[config.mk]
export PLATFORM = sky130hd
export DESIGN_NAME = grf_scoreboard
export DESIGN_NICKNAME = d
export VERILOG_FILES = /design/src/rtl/cpu_pkg.sv /design/src/rtl/sb_entry.sv /design/src/rtl/grf_scoreboard.sv
export SDC_FILE = /design/constraint.sdc
export NUM_CORES = 1
export LEC_CHECK = 0
export CAP_MARGIN = 20
export CORE_ASPECT_RATIO = 1.2
export CORE_MARGIN = 5
export CORE_UTILIZATION = 38
export CTS_CLUSTER_DIAMETER = 60
export CTS_CLUSTER_SIZE = 10
export DETAILED_ROUTE_END_ITERATION = 7
export PLACE_DENSITY = 0.53
export SETUP_SLACK_MARGIN = 0.3
export SLEW_MARGIN = 5
export SYNTH_ARGS = -nofsm -noshare
export SYNTH_HDL_FRONTEND = slang
export SYNTH_SLANG_ARGS = --single-unit
[constraint.sdc]
create_clock -name clk -period 10.9 [get_ports clk]
set_input_delay 2.18 -clock clk [delete_from_list [all_inputs] [get_ports clk]]
set_output_delay 2.18 -clock clk [all_outputs]
set_load 0.02 [all_outputs]
[src/rtl/cpu_pkg.sv]
// Shared CPU pipeline constants: register-file geometry, scoreboard widths
// and the Tnew/Tuse encodings used by the decode-stage operand controller.
package cpu_pkg;
    localparam int NREG = 32;
    localparam int AW   = 5;
    localparam int TW   = 2;
    localparam int TAGW = 3;

    localparam logic [AW-1:0] ZERO_REG = '0;

    // Tnew: cycles until a result becomes forwardable.
    localparam logic [TW-1:0] TNEW_ALU    = 2'd1;
    localparam logic [TW-1:0] TNEW_LOAD   = 2'd2;
    // Tuse: cycles until an operand is consumed.
    localparam logic [TW-1:0] TUSE_BRANCH = 2'd0;
    localparam logic [TW-1:0] TUSE_ALU    = 2'd1;
    localparam logic [TW-1:0] TUSE_STORE  = 2'd2;
endpackage

[src/rtl/sb_entry.sv]
// One register's scoreboard entry: busy flag, Tnew countdown and write tag.
// Latency: state updates on the next edge; busy_nxt exposes the pending value.
// Backpressure: none; flush beats set, set beats countdown and tag-matched clear.
module sb_entry #(
    parameter int TW   = 2,
    parameter int TAGW = 3
) (
    input  logic            clk,
    input  logic            reset,
    input  logic            flush,
    input  logic            set,
    input  logic [TW-1:0]   set_cnt,
    input  logic [TAGW-1:0] set_tag,
    input  logic            wb_hit,
    input  logic [TAGW-1:0] wb_tag,
    output logic            busy,
    output logic            busy_nxt,
    output logic [TW-1:0]   cnt,
    output logic [TAGW-1:0] tag
);
    logic [TW-1:0]   cnt_nxt;
    logic [TAGW-1:0] tag_nxt;

    always_comb begin
        busy_nxt = busy;
        cnt_nxt  = cnt;
        tag_nxt  = tag;
        if (flush) begin
            busy_nxt = 1'b0;
            cnt_nxt  = '0;
        end else if (set) begin
            busy_nxt = 1'b1;
            cnt_nxt  = set_cnt;
            tag_nxt  = set_tag;
        end else begin
            if (busy && (cnt != '0))
                cnt_nxt = cnt - TW'(1);
            // A stale tag means a younger write still owns the register.
            if (wb_hit && busy && (tag == wb_tag))
                busy_nxt = 1'b0;
        end
    end

    always_ff @(posedge clk or negedge reset) begin
        if (!reset) begin
            busy <= 1'b0;
            cnt  <= '0;
            tag  <= '0;
        end else begin
            busy <= busy_nxt;
            cnt  <= cnt_nxt;
            tag  <= tag_nxt;
        end
    end
endmodule

[src/rtl/grf_scoreboard.sv]
// Decode-stage GRF scoreboard: stalls operands not ready by their Tuse, tags in-flight writes.
// Latency: id_stall/id_fire/id_tag combinational; state and busy_cnt update on the next edge.
// Backpressure: id_stall holds decode on RAW hazards or when all write tags are in flight.
module grf_scoreboard
    import cpu_pkg::*;
#(
    parameter int NREG = cpu_pkg::NREG,
    parameter int AW   = cpu_pkg::AW,
    parameter int TW   = cpu_pkg::TW,
    parameter int TAGW = cpu_pkg::TAGW
) (
    input  logic            clk,
    input  logic            reset,
    input  logic            id_valid,
    input  logic [AW-1:0]   id_rs,
    input  logic [AW-1:0]   id_rt,
    input  logic [TW-1:0]   id_tuse_rs,
    input  logic [TW-1:0]   id_tuse_rt,
    input  logic            id_dst_we,
    input  logic [AW-1:0]   id_dst,
    input  logic [TW-1:0]   id_tnew,
    output logic            id_stall,
    output logic            id_fire,
    output logic [TAGW-1:0] id_tag,
    input  logic            wb_we,
    input  logic [AW-1:0]   wb_addr,
    input  logic [TAGW-1:0] wb_tag,
    input  logic            flush,
    output logic [AW:0]     busy_cnt
);
    localparam logic [TAGW:0] MAX_INFL = (TAGW+1)'(1) << TAGW;

    logic [NREG-1:0] busy_v;
    logic [NREG-1:0] busy_nxt_v;
    logic [TW-1:0]   cnt_v [NREG];
    logic [TAGW-1:0] tag_v [NREG];
    logic [TAGW-1:0] tag_ctr;
    logic [TAGW:0]   inflight;
    logic [TAGW:0]   inflight_nxt;
    logic            haz_rs;
    logic            haz_rt;
    logic            full;
    logic            fire_wr;
    logic            wb_act;

    // Register 0 is never tracked, so it reads as an idle entry.
    assign busy_v[0]     = 1'b0;
    assign busy_nxt_v[0] = 1'b0;
    assign cnt_v[0]      = '0;
    assign tag_v[0]      = '0;

    assign haz_rs   = (id_rs != ZERO_REG) && busy_v[id_rs] && (cnt_v[id_rs] > id_tuse_rs);
    assign haz_rt   = (id_rt != ZERO_REG) && busy_v[id_rt] && (cnt_v[id_rt] > id_tuse_rt);
    assign full     = (inflight == MAX_INFL);
    assign id_stall = id_valid && (haz_rs || haz_rt || (id_dst_we && full));
    assign id_fire  = id_valid && !id_stall;
    assign id_tag   = tag_ctr;
    assign fire_wr  = id_fire && id_dst_we && (id_dst != ZERO_REG);
    assign wb_act   = wb_we && (wb_addr != ZERO_REG);

    for (genvar i = 1; i < NREG; i++) begin : g_ent
        sb_entry #(.TW(TW), .TAGW(TAGW)) u_ent (
            .clk      (clk),
            .reset    (reset),
            .flush    (flush),
            .set      (fire_wr && (id_dst == AW'(i))),
            .set_cnt  (id_tnew),
            .set_tag  (tag_ctr),
            .wb_hit   (wb_act && (wb_addr == AW'(i))),
            .wb_tag   (wb_tag),
            .busy     (busy_v[i]),
            .busy_nxt (busy_nxt_v[i]),
            .cnt      (cnt_v[i]),
            .tag      (tag_v[i])
        );
    end

    always_comb begin
        inflight_nxt = inflight;
        if (flush)
            inflight_nxt = '0;
        else if (fire_wr && !wb_act)
            inflight_nxt = inflight + (TAGW+1)'(1);
        else if (!fire_wr && wb_act)
            inflight_nxt = inflight - (TAGW+1)'(1);
    end

    always_ff @(posedge clk or negedge reset) begin
        if (!reset) begin
            tag_ctr  <= '0;
            inflight <= '0;
            busy_cnt <= '0;
        end else begin
            inflight <= inflight_nxt;
            busy_cnt <= (AW+1)'($countones(busy_nxt_v));
            if (fire_wr && !flush)
                tag_ctr <= tag_ctr + TAGW'(1);
        end
    end
endmodule

[Word-level counts from Yosys, hierarchy flattened]
Index checks and enable logic that the tools add are counted.
Cells by class
  reductions and logical operators: 272
  equality and inequality tests: 94
  muxes and demuxes: 199
  bitwise operators: 3
  $lt $le $gt $ge: 6
  add/sub/neg operators: 64
Operators by type and width (number)
  $mux 2: 97
  $logic_and 1x1->1: 168
  $eq 5x5->1 const B: 32
  $reduce_bool 3->1: 32
  $mux 1: 95
  $eq 3x3->1: 31
  $eq 5x4->1 const B: 16
  $reduce_and 2->1: 31
  $reduce_bool 2->1: 31
  $sub 2x1->2 const B: 31
  $eq 5x3->1 const B: 8
  $add 1x1->2: 15
  $add 2x2->3: 7
  $bmux 2 s5: 2
  $eq 5x2->1 const B: 4
  $reduce_bool 5->1: 4
  $add 3x3->4: 4
  $ge 6x6->1 const B: 2
  $lt 5x6->1 const B: 2
  $mux 4: 3
  $not 5->6: 2
  $add 4x4->5: 2
  $bmux 1 s5: 2
  $eq 5x1->1 const B: 2
  10 further kinds: 15
Word-level totals
  word-level logic and storage cells: 734
  input bits: 35
  output and inout bits: 11
  register bits after elaboration: 199

[Logic depth before layout (Yosys ltp)]
  depth in word-level cells: 21
  mapped depth: 34
  depth with buffers taken out: 28

[Modules after synthesis]
A second synthesis with hierarchy kept.
Second synthesis, totals
  cells, all modules: 1232
  area total of the unflattened synthesis: 13235.2 sq um
By module, submodules not included
  sb_entry at g_ent[24].u_ent ...: cells an instance 28, sequential area each 150.1 sq um, times used 16, area an instance 314.1 sq um
  sb_entry at g_ent[10].u_ent ...: cells an instance 28, sequential area each 150.1 sq um, times used 15, area an instance 307.8 sq um
  grf_scoreboard: cells an instance 364, sequential area each 325.3 sq um, times used 1, area an instance 3593.4 sq um

[Worst setup path after synthesis]
Ideal clock, no wire load.
  kind: input to register
  start: input id_rs[0]
  end: register busy_cnt[4]
  slack: 480 ps
  library setup time: 80 ps
  stages: 33
  arrival: 10341 ps
  data required time: 10820 ps
  buffers on the path: 6
  path through: buf_6 > buf_1 > clkbuf_1 > o21ai_0 > a22o_1 > mux4_2 > mux2_2 > ha_1 > nor2b_1 > o21ai_0 > a31oi_1 > a31oi_2 > and4b_1 > buf_4 > buf_6 > buf_6 > nand2_1 > a21oi_1 > fa_1 > inv_1 > fa_1 > fa_1 > inv_1 > fa_1 > fa_1 > inv_1 > fa_1 > inv_1 > fa_1 > fa_1 > a21o_1 > a21oi_1 > xnor2_1
On the way
  cells in the longest elaborated chain, start to end: 21
  elaborated cells on any way between the ends: 140
  those cells by class: add/sub (30); order compare (1); mux (67); bitwise (1); reduce/logical (41)
Ends and longest elaborated chain
  from (decl): RTL line grf_scoreboard.sv:15  | input logic [AW-1:0] id_rs,
  $not 5->6 (not written as such): RTL line grf_scoreboard.sv:52  | assign haz_rs = (id_rs != ZERO_REG) && busy_v[id_rs] && (cnt_v[id_rs] > id_tuse_rs);
  $bmux 2 s5: RTL line grf_scoreboard.sv:52
  $mux 2 (not written as such) (2 in series): RTL line grf_scoreboard.sv:52
  $gt 2x2->1: RTL line grf_scoreboard.sv:52
  $logic_and 1x1->1 *: RTL line grf_scoreboard.sv:52
  $logic_or 1x1->1 * (2 in series): RTL line grf_scoreboard.sv:55  | assign id_stall = id_valid && (haz_rs || haz_rt || (id_dst_we && full));
  $logic_and 1x1->1 *: RTL line grf_scoreboard.sv:55
  $logic_not 1->1 *: RTL line grf_scoreboard.sv:56  | assign id_fire = id_valid && !id_stall;
  [4 not listed]
  $mux 1 *: RTL line sb_entry.sv:31  | end else if (set) begin
  $mux 1 *: RTL line sb_entry.sv:28  | if (flush) begin
  net g_ent[8].u_ent.busy_nxt: RTL line sb_entry.sv:17  | output logic busy_nxt,
  $add 1x1->2 (not written as such) *: RTL line grf_scoreboard.sv:95  | busy_cnt <= (AW+1)'($countones(busy_nxt_v));
  $add 2x2->3 (not written as such) *: RTL line grf_scoreboard.sv:95
  $add 3x3->4 (not written as such) *: RTL line grf_scoreboard.sv:95
  $add 4x4->5 (not written as such) *: RTL line grf_scoreboard.sv:95
  $add 5x5->6 (not written as such) *: RTL line grf_scoreboard.sv:95
  to (signal assigned): RTL line grf_scoreboard.sv:95
  to (decl): RTL line grf_scoreboard.sv:29  | output logic [AW:0] busy_cnt
The timed path passes the listed nets; every way through them passes the cells marked *. The select of a mux whose other input is x is not followed.
A chain may end at the register's enable or synchronous reset.

[Worst setup path after layout]
  start: input id_rs[0]
  end: register busy_cnt[4]
On the way
  cells in the longest elaborated chain, start to end: 21
  elaborated cells on any way between the ends: 140
  those cells by class: add/sub (30); order compare (1); mux (67); bitwise (1); reduce/logical (41)
Ends and longest elaborated chain
  $not 5->6 (not written as such): RTL line grf_scoreboard.sv:52
  $bmux 2 s5: RTL line grf_scoreboard.sv:52
  $mux 2 (not written as such) (2 in series): RTL line grf_scoreboard.sv:52
  $gt 2x2->1: RTL line grf_scoreboard.sv:52
  $logic_and 1x1->1 *: RTL line grf_scoreboard.sv:52
  $logic_or 1x1->1 * (2 in series): RTL line grf_scoreboard.sv:55
  $logic_and 1x1->1 *: RTL line grf_scoreboard.sv:55
  $logic_not 1->1 *: RTL line grf_scoreboard.sv:56
  [3 not listed]
  $logic_and 1x1->1: RTL line grf_scoreboard.sv:66  | .set (fire_wr && (id_dst == AW'(i))),
  $mux 1: RTL line sb_entry.sv:31
  $mux 1: RTL line sb_entry.sv:28
  $add 1x1->2 (not written as such): RTL line grf_scoreboard.sv:95
  $add 1x2->3 (not written as such) / $add 2x2->3 (equally long branches): RTL line grf_scoreboard.sv:95
  $add 3x3->4 (not written as such): RTL line grf_scoreboard.sv:95
  $add 4x4->5 (not written as such): RTL line grf_scoreboard.sv:95
  $add 5x5->6 (not written as such) *: RTL line grf_scoreboard.sv:95
Every way passes the cells marked *; elsewhere a longest branch is shown, timed or not. The select of a mux whose other input is x is not followed.

==> flow_summary.toml <==
[clock_network]
cts_buffers = 17
cts_resized = 0
h-tree-depth = 4
clock_path_buffers = 2
worstSkewPairLatency_ns = 0.45
clock_sinks = 199
cts_tree = "built"
cts.clk_slew.worst_paths_ns = 0.08
cts-root-buf = "clkbuf_16"
hold_buffers = 0
cts_setup_buffers = 0

[floorplanning]
core-area_mm2 = 0.0350
die_w_um = 182
num_rows = 75
io_pins = 46
die_area_mm2 = 0.0394
initial_core_util = 0.386
die_h_um = 217

[min_path]
hold_start = "g_ent[23].u_ent.tag[0]"
hold_path_class = "register to register"

[critical_path]
crit_family = "adder cells"
endpoint_kind = "register"
crit_path_start = "id_rs[0]"
critPathMaxFanout = 23
path_buf_inv = 4
endpoint = "busy_cnt[4]"
r2r_end = "busy_cnt[4]"
slowest_delay_ns = 0.58
crit_top_cell = "fa_1"
path_depth = 26
required_ns = 11.28
arrival_ns = 10.48
critical_path_class = "input pin to register"
rr_startpoint = "g_ent[14].u_ent.cnt[1]"
cp-start-kind = "input pin"
slowest_stage = "mux4_2"
r2r_cells = 25
rrSetupSlack_ns = 2.68

[global_route]
antenna_found_initial = 0
grt_pass1_wl_mm = 61.4
grt_usage = 0.203
overflow = 0
grt_max_degree = 73
first_global_vias = 9951

[drt]
drc = 0
vias = 9817
avgRoutedWirePerCell_um = 22.4
wl_mm = 39.3
dr.pass1.iters = 7
drt_iter0_drc = 764
vias_per_cell = 5.58
ant_nets = 0

[logic_synthesis]
yosysSeqAreaShare = 0.369
yosys.area.top_type_share = 0.369
synth_cell_types = 57
synth_edf_count = 0
syn-num-nets = 1374
yosys-top-cells-area = "dfrtp_1, mux4_2, xnor2_1"
syn_area_mm2 = 0.0135
yosys-top-cells-count = "dfrtp_1, xnor2_1, mux2_2"
post-synth-top-count-cell = "dfrtp_1"
yosys.area.top_type = "dfrtp_1"
synthFlopType = "dfrtp_1"
synth.ff_latch_count = 199
netlist_instances = 1270
async_flop_share = 1.00
syn_avg_cell_area_um2 = 10.6
ys.warnings.count = 0

[sta]
setup_violations = 0
fin_crit_ns = 10.10
fin_ws_ns = 0.799
rsz0062_at_grt = "false"
tightestPinTransition_ns = 0.896
fin_skew_ns = 0.0144
hold_violations = 0
slew_viol_final = 0
finalCritPeriodShare = 0.927
slew_headroom = 0.403
max_clock_freq_ghz = 0.0990
tns_ns = 0

[power]
share_comb_of_total_power = 0.191
p_sw_frac = 0.301
internal_power_mw = 1.25
p_per_area_mw_per_mm2 = 120
seq_power_share = 0.458
p_clk_frac = 0.351
p_leak_nw = 6.22
p_switching_uw = 538
total_power_mw = 1.79
vdd_drop_max_uv = 123

[finish]
seq_area_mm2 = 0.00498
nNetsFinal = 1389
nFillCells = 3346
syn2layout_area_growth_pct = 10.6
final_util = 0.427
layout-drive-gt1-share = 0.180
fin_area_mm2 = 0.0149
multiInputGateArea_mm2 = 0.00779
antenna_cells = 0

[status]
status = "complete, no violations"

[placed_design]
placedInstanceArea_mm2 = 0.0144
preCtsSetupSlack_ns = 0.318
io_buffer_count = 45
place_hpwl_mm = 28.8
place_congestion = 0.885

[flow_run]
maxCapViolations = 0
-- power by group through the flow --
stage | Clock (mW) | Combinational (mW) | Sequential [mW]
floorplan | 0 | 0.205 | 0.838
global placement | 0 | 0.346 | 0.832
detailed placement | 0 | 0.348 | 0.833
CTS | 0.643 | 0.348 | 0.819
global route | 0.667 | 0.372 | 0.824
finish | 0.626 | 0.342 | 0.818
-- layer usage --
metal,wire [um],up-vias,global-route usage
li1,-,4512,-
met1,17500,5024,0.277
met2,19300,231,0.336
met3,1520,50,0.0262
met4,986,0,0.0651
met5,0,-,0
-- logic make-up after synthesis --
logic type                 count (synthesis)  synth area share
adders and majority gates                 69            0.0773
AOI/OAI and AO/OA                        220            0.0990
and+or+nand+nor                          301             0.130
buffers and inverters                    173            0.0545
DFF                                      199             0.369
xor gates and xnor gates                 130            0.0843
muxes                                    178             0.186
-- cells in the final DEF (no fill, tap or decap), drive strengths merged, types with 4 or more instances in the layout --
cell | netlist | final
a311oi | 17 | 17
dfrtp | 199 | 199
mux2 | 99 | 99
nand3b | 8 | 8
nor3b | 5 | 5
a22o | 4 | 4
clkinv | 1 | 7
clkdlybuf4s50 | 0 | 38
mux2i | 30 | 30
and3 | 10 | 10
nand4 | 28 | 28
buf | 30 | 40
or3 | 14 | 14
nor4 | 17 | 17
a21o | 38 | 38
xor2 | 11 | 11
nor2b | 9 | 9
ha | 45 | 45
clkbuf | 53 | 22
a211oi | 10 | 10
fa | 24 | 24
nand3 | 27 | 27
xnor2 | 119 | 119
nand2 | 63 | 63
nor2 | 38 | 38
mux4 | 49 | 49
nand2b | 61 | 61
o21ai | 55 | 55
inv | 89 | 90
or2 | 4 | 4
a21oi | 85 | 85
-- sequential cells by signal, summed over array words and instances (netlist names) --
name,flops
busy_cnt,6
g_ent.u_ent.tag,93
g_ent.u_ent.cnt,62
g_ent.u_ent.busy,31
inflight,4
id_tag,3
-- cell type report --
type | count | share of cell area
Tap cell | 462 | 0.0387
Multi-Input combinational cell | 898 | 0.521
Timing Repair Buffer | 79 | 0.0465
Inverter | 90 | 0.0226
Sequential cell | 199 | 0.333
Clock inverter | 10 | 0.00662
Clock buffer | 21 | 0.0308
-- worst register-to-register path: stages (launching register included) --
cell	delay (ns)
dfrtp_1	0.46
mux4_2	0.48
mux4_2	0.48
mux2_2	0.28
ha_1	0.28
nor2b_1	0.13
o21ai_0	0.17
a31oi_1	0.09
a31oi_2	0.30
and2_1	0.48
nand3_1	0.29
a21o_1	0.24
fa_1	0.49
fa_1	0.51
fa_1	0.52
inv_1	0.06
fa_1	0.49
fa_1	0.52
inv_1	0.05
fa_1	0.47
inv_1	0.05
fa_1	0.39
fa_1	0.41
a21o_1	0.19
a21oi_1	0.18
xnor2_1	0.14
-- per-stage QoR --
step / instances / hold WS [ns]
2_1_floorplan: 1270 / 0.478
3_3_place_gp: 1728 / 0.491
3_5_place_dp: 1728 / 0.498
4_1_cts: 1759 / 0.514
5_1_grt: 1759 / 0.525
6_report: 1759 / 0.510
-- worst min path at each step --
stage	slack (ns)	endpoint	cells after the start
after floorplan	0.48	g_ent[4].u_ent.tag[0]	1
after global placement	0.49	g_ent[5].u_ent.tag[2]	1
after global routing	0.53	g_ent[5].u_ent.tag[2]	1
after CTS	0.51	g_ent[5].u_ent.tag[2]	1
final	0.51	g_ent[23].u_ent.tag[0]	1
after detailed placement	0.50	g_ent[5].u_ent.tag[2]	1
(Power assumes the default switching activity.)
